===== src/rtl/gate_seq_ctrl.sv =====
// gate_seq_ctrl: steps a gate program through one gsm instance.
// Holds the working state vector, walks the gate memory address, waits for the
// gsm datapath to settle, then captures the gsm result as the new state.
//
// Control protocol (pulse based, no back-pressure):
//   start is a request strobe that is accepted only while idle; the block has no
//   ready output because it is idle exactly when busy==0 and done==0. done is a
//   single-cycle completion strobe. abort is a strobe honoured only while busy.
module gate_seq_ctrl #(
    parameter  int N         = 2,
    parameter  int MAX_GATES = 16,
    parameter  int MULT_LAT  = 1,
    localparam int NE        = 1 << N,
    localparam int SW        = 16 * NE,
    localparam int CW        = $clog2(MAX_GATES + 1),
    localparam int AW        = (MAX_GATES > 1) ? $clog2(MAX_GATES) : 1
) (
    input  logic          clk,
    input  logic          reset,
    input  logic          start,
    input  logic          abort,
    input  logic [CW-1:0] num_gates,
    input  logic [SW-1:0] init_state,
    output logic [AW-1:0] gate_addr,
    output logic [SW-1:0] gsm_state,
    input  logic [SW-1:0] gsm_result,
    output logic          busy,
    output logic          done,
    output logic [1:0]    fsm_state
);

    localparam int WW = (MULT_LAT > 1) ? $clog2(MULT_LAT) : 1;

    typedef enum logic [1:0] {
        S_IDLE  = 2'd0,
        S_FETCH = 2'd1,
        S_WAIT  = 2'd2,
        S_DONE  = 2'd3
    } state_t;

    state_t        state_r, state_nx;
    logic [SW-1:0] vec_r, vec_nx;
    logic [AW-1:0] addr_r, addr_nx;
    logic [CW-1:0] cnt_r, cnt_nx;
    logic [CW-1:0] count_r, count_nx;
    logic [WW-1:0] wcnt_r, wcnt_nx;
    logic [CW-1:0] clamped;

    // Programs longer than the gate memory are truncated to its depth.
    assign clamped = (num_gates > CW'(MAX_GATES)) ? CW'(MAX_GATES) : num_gates;

    // Register FSM state and the datapath registers it controls.
    always_ff @(posedge clk) begin
        if (!reset) begin
            state_r <= S_IDLE;
            vec_r   <= '0;
            addr_r  <= '0;
            cnt_r   <= '0;
            count_r <= '0;
            wcnt_r  <= '0;
        end else begin
            state_r <= state_nx;
            vec_r   <= vec_nx;
            addr_r  <= addr_nx;
            cnt_r   <= cnt_nx;
            count_r <= count_nx;
            wcnt_r  <= wcnt_nx;
        end
    end

    // Next-state and datapath updates; abort wins over the WAIT capture.
    always_comb begin
        state_nx = state_r;
        vec_nx   = vec_r;
        addr_nx  = addr_r;
        cnt_nx   = cnt_r;
        count_nx = count_r;
        wcnt_nx  = wcnt_r;
        case (state_r)
            S_IDLE: begin
                if (start) begin
                    count_nx = clamped;
                    vec_nx   = init_state;
                    addr_nx  = '0;
                    cnt_nx   = '0;
                    state_nx = (clamped == '0) ? S_DONE : S_FETCH;
                end
            end
            S_FETCH: begin
                if (abort) begin
                    state_nx = S_IDLE;
                end else begin
                    wcnt_nx  = WW'(MULT_LAT - 1);
                    state_nx = S_WAIT;
                end
            end
            S_WAIT: begin
                if (abort) begin
                    state_nx = S_IDLE;
                end else if (wcnt_r == '0) begin
                    vec_nx = gsm_result;
                    if ((cnt_r + 1'b1) == count_r) begin
                        state_nx = S_DONE;
                    end else begin
                        cnt_nx   = cnt_r + 1'b1;
                        addr_nx  = addr_r + 1'b1;
                        state_nx = S_FETCH;
                    end
                end else begin
                    wcnt_nx = wcnt_r - 1'b1;
                end
            end
            S_DONE: begin
                state_nx = S_IDLE;
            end
            default: begin
                state_nx = S_IDLE;
            end
        endcase
    end

    assign gate_addr = addr_r;
    assign gsm_state = vec_r;
    assign busy      = (state_r == S_FETCH) || (state_r == S_WAIT);
    assign done      = (state_r == S_DONE);
    assign fsm_state = state_r;

endmodule


===== config.mk =====
export PLATFORM = sky130hd
export DESIGN_NAME = gate_seq_ctrl
export DESIGN_NICKNAME = d
export VERILOG_FILES = /design/src/rtl/gate_seq_ctrl.sv
export SDC_FILE = /design/constraint.sdc
export NUM_CORES = 1
export LEC_CHECK = 0
export ABC_AREA = 1
export BUFFER_PORTS_ARGS = -buffer_cell sky130_fd_sc_hd__clkbuf_2
export CORE_ASPECT_RATIO = 1.5
export CORE_UTILIZATION = 35
export CTS_CLUSTER_DIAMETER = 120
export DETAILED_ROUTE_END_ITERATION = 12
export GPL_ROUTABILITY_DRIVEN = 0
export GPL_TIMING_DRIVEN = 0
export PLACE_DENSITY_LB_ADDON = 0.12
export SYNTH_ARGS = -nofsm -noshare
export SYNTH_HDL_FRONTEND = slang
export SYNTH_SLANG_ARGS = --single-unit

===== constraint.sdc =====
create_clock -name clk -period 1.6 [get_ports clk]
set_input_delay 0.08 -clock clk [delete_from_list [all_inputs] [get_ports clk]]
set_output_delay 0.08 -clock clk [all_outputs]
set_load 0.005 [all_outputs]

==> metrics.csv <==
metric,value,unit
total core area,10200,sq um
Max transition margin,53.7,%
Worst-Margin Slew,0.695,ns
# diodes,0,
DR DRC count,0,
crit start category,register,
synthesized flop and latch total,80,
Placement Cell Area,4920,sq um
pre-CTS setup slack,-0.360,ns
Layout fillers,827,
Synth area leaders,"dfxtp_1, nand2_1, a31oi_1, o21ai_0, nand3_2",
Clock Sinks,80,
final antenna-violating net count,0,
post-synth top area share,43.3,%
Avg WL per Cell,15.3,um
status,finished with violations,
crit end category,register,
sequential fraction of the synthesis area,43.3,%
"Slew Viols, Final",0,
CTS tree,built,
clk slew on worst S/H paths,0.06,ns
Final min period,1.67,ns
area grow syn2layout,84.9,%
vias,4929,
H-tree Lvls,3,
starting density of the core,36.3,%
Gate Count Post-Synth,499,
drt pass-1 iters,5,
Hold Path Depth,3,
final hold vios,0,
die height,128,um
Root Buffer,clkbuf_16,
Finish-stage setup viols,46,
Synth Area per Inst,7.41,sq um
design area,6840,sq um
Buffers on Ports,208,
Synth area leader,dfxtp_1,
vias in the first global route,5013,
total die area,11000,sq um
Fmax,599,MHz
power density over the cells,1110,nW/um^2
initial DRC count,150,
Synthesized Nets,643,
crit share post-route,104,%
CP Max Fanout,8,
setup TNS,-1.21,ns
kind of critical path,register to register,
Rows,45,
final wirelength,15.1,mm
Leakage,3.17,nW
WP data arrival,1.93,ns
Via density,5.00,
total CTS buffers,9,
max cap viols,0,
Mapped Area,3700,sq um
CTS Buffer Depth,2,
"most common cell after layout, fill and taps aside",clkbuf_2,
first-pass GRT wire length,22.9,mm
gr ovfl total,0,
GRT Overall Usage,26.7,%
I/O pin count,209,
overall power,7.60,mW
"Clk Latency, worst-skew pair",0.34,ns
Synth Warn #,0,
worst path required time,1.86,ns
R2R depth,11,
nets,984,
placed wire-length estimate,9.26,mm
post-route setup slack,-0.0701,ns
Worst Hold Class,input pin to register,
WHS,0.00125,ns
"commonest non-fill, non-tap cells in the layout","clkbuf_2, nand2_1, dlygate4sd3_1",
violated checks,setup timing,
Worst VDD drop,0.640,mV
RSZ-0062 raised after global routing,true,
pin count of the biggest net entering global routing,14,
post-synth cell types,25,
initial antenna violation count,0,
layout cells sized above 1,39.2,%
clock skew,0.00856,ns
Die Wd,85.9,um
[cell families after synthesis]
group	after synthesis	synth area share, %
AOI/OAI and AO/OA	150	23.5
xor gates and xnor gates	3	0.711
adders and majority gates	7	2.37
buffers and inverters	58	7.24
DFF	80	43.3
and+or+nand+nor	201	22.9
[final timing paths]
path,start,end,slack [ns]
max,fsm_state[1]$_SDFFE_PN0P_,gsm_state[37]$_SDFFE_PN0P_,-0.07
min,init_state[39],gsm_state[39]$_SDFFE_PN0P_,0.001
max reg2reg,fsm_state[1]$_SDFFE_PN0P_,gsm_state[37]$_SDFFE_PN0P_,-0.07
min reg2reg,count_r[4]$_SDFFE_PN0P_,count_r[4]$_SDFFE_PN0P_,0.48
[worst max-delay path, stage by stage, from the launching register on]
cell and delay (ns):
dfxtp_4 0.39, inv_4 0.05, ha_4 0.16, inv_2 0.06
nor2_4 0.04, inv_2 0.06, nand2_2 0.06, nor2_4 0.18
buf_8 0.18, buf_2 0.17, o21ai_0 0.08, a31oi_1 0.17
[sequential cells by signal (all words and copies together), names as in the netlist]
register / count
gate_addr: 4
fsm_state: 2
count_r: 5
gsm_state: 64
cnt_r: 5
[power by group]
part / switching, mW / internal [mW]
clock: 0.831 / 1.37
combinational: 1.37 / 1.37
sequential: 0.266 / 2.39
[through the flow]
step                      std cells  util, %
after floorplan                 499        -
after global placement          848     48.3
after detailed placement        848     48.3
after CTS                       976     64.5
after global routing            986     67.1
final                           986     67.1
[repair_timing]
action	CTS	global route
hold buffers	105	0
buffers inserted	6	5
setup endpoints to repair	73	74
pin swaps	10	15
resized for setup	60	71
endpoints found under the hold margin	58	0
gates cloned	2	6
[per-layer routing]
| layer | routed length, um | GRT usage, % | up-vias |
|---|---|---|---|
| met4 | 556 | 14.4 | 0 |
| met5 | 0 | 0 | - |
| li1 | - | - | 2384 |
| met2 | 8080 | 49.2 | 201 |
| met3 | 731 | 6.76 | 53 |
| met1 | 5720 | 27.1 | 2291 |
[synthesized netlist by cell type (all sizes together)]
library cell / instances
dfxtp: 80
xnor2: 2
nand3: 17
buf: 16
nor2: 20
o21ai: 69
inv: 19
nor3: 1
nand2: 161
nand4: 2
a21oi: 13
xor2: 1
a31oi: 64
ha: 7
clkbuf: 23
o31ai: 1
a211oi: 3
[area by class of cell]
class                      instances  area [sq um]  area share (%)
clock buffer                      11           233            3.40
clock inverter                     5          81.3            1.19
timing repair buffer             331          2330            34.0
inverter                          19          76.3            1.12
multi-input combinational        361          2030            29.7
buffer                            38           293            4.28
sequential                        80          1620            23.6
tap                              141           176            2.58
No activity file was read; power rests on OpenSTA's default activity.
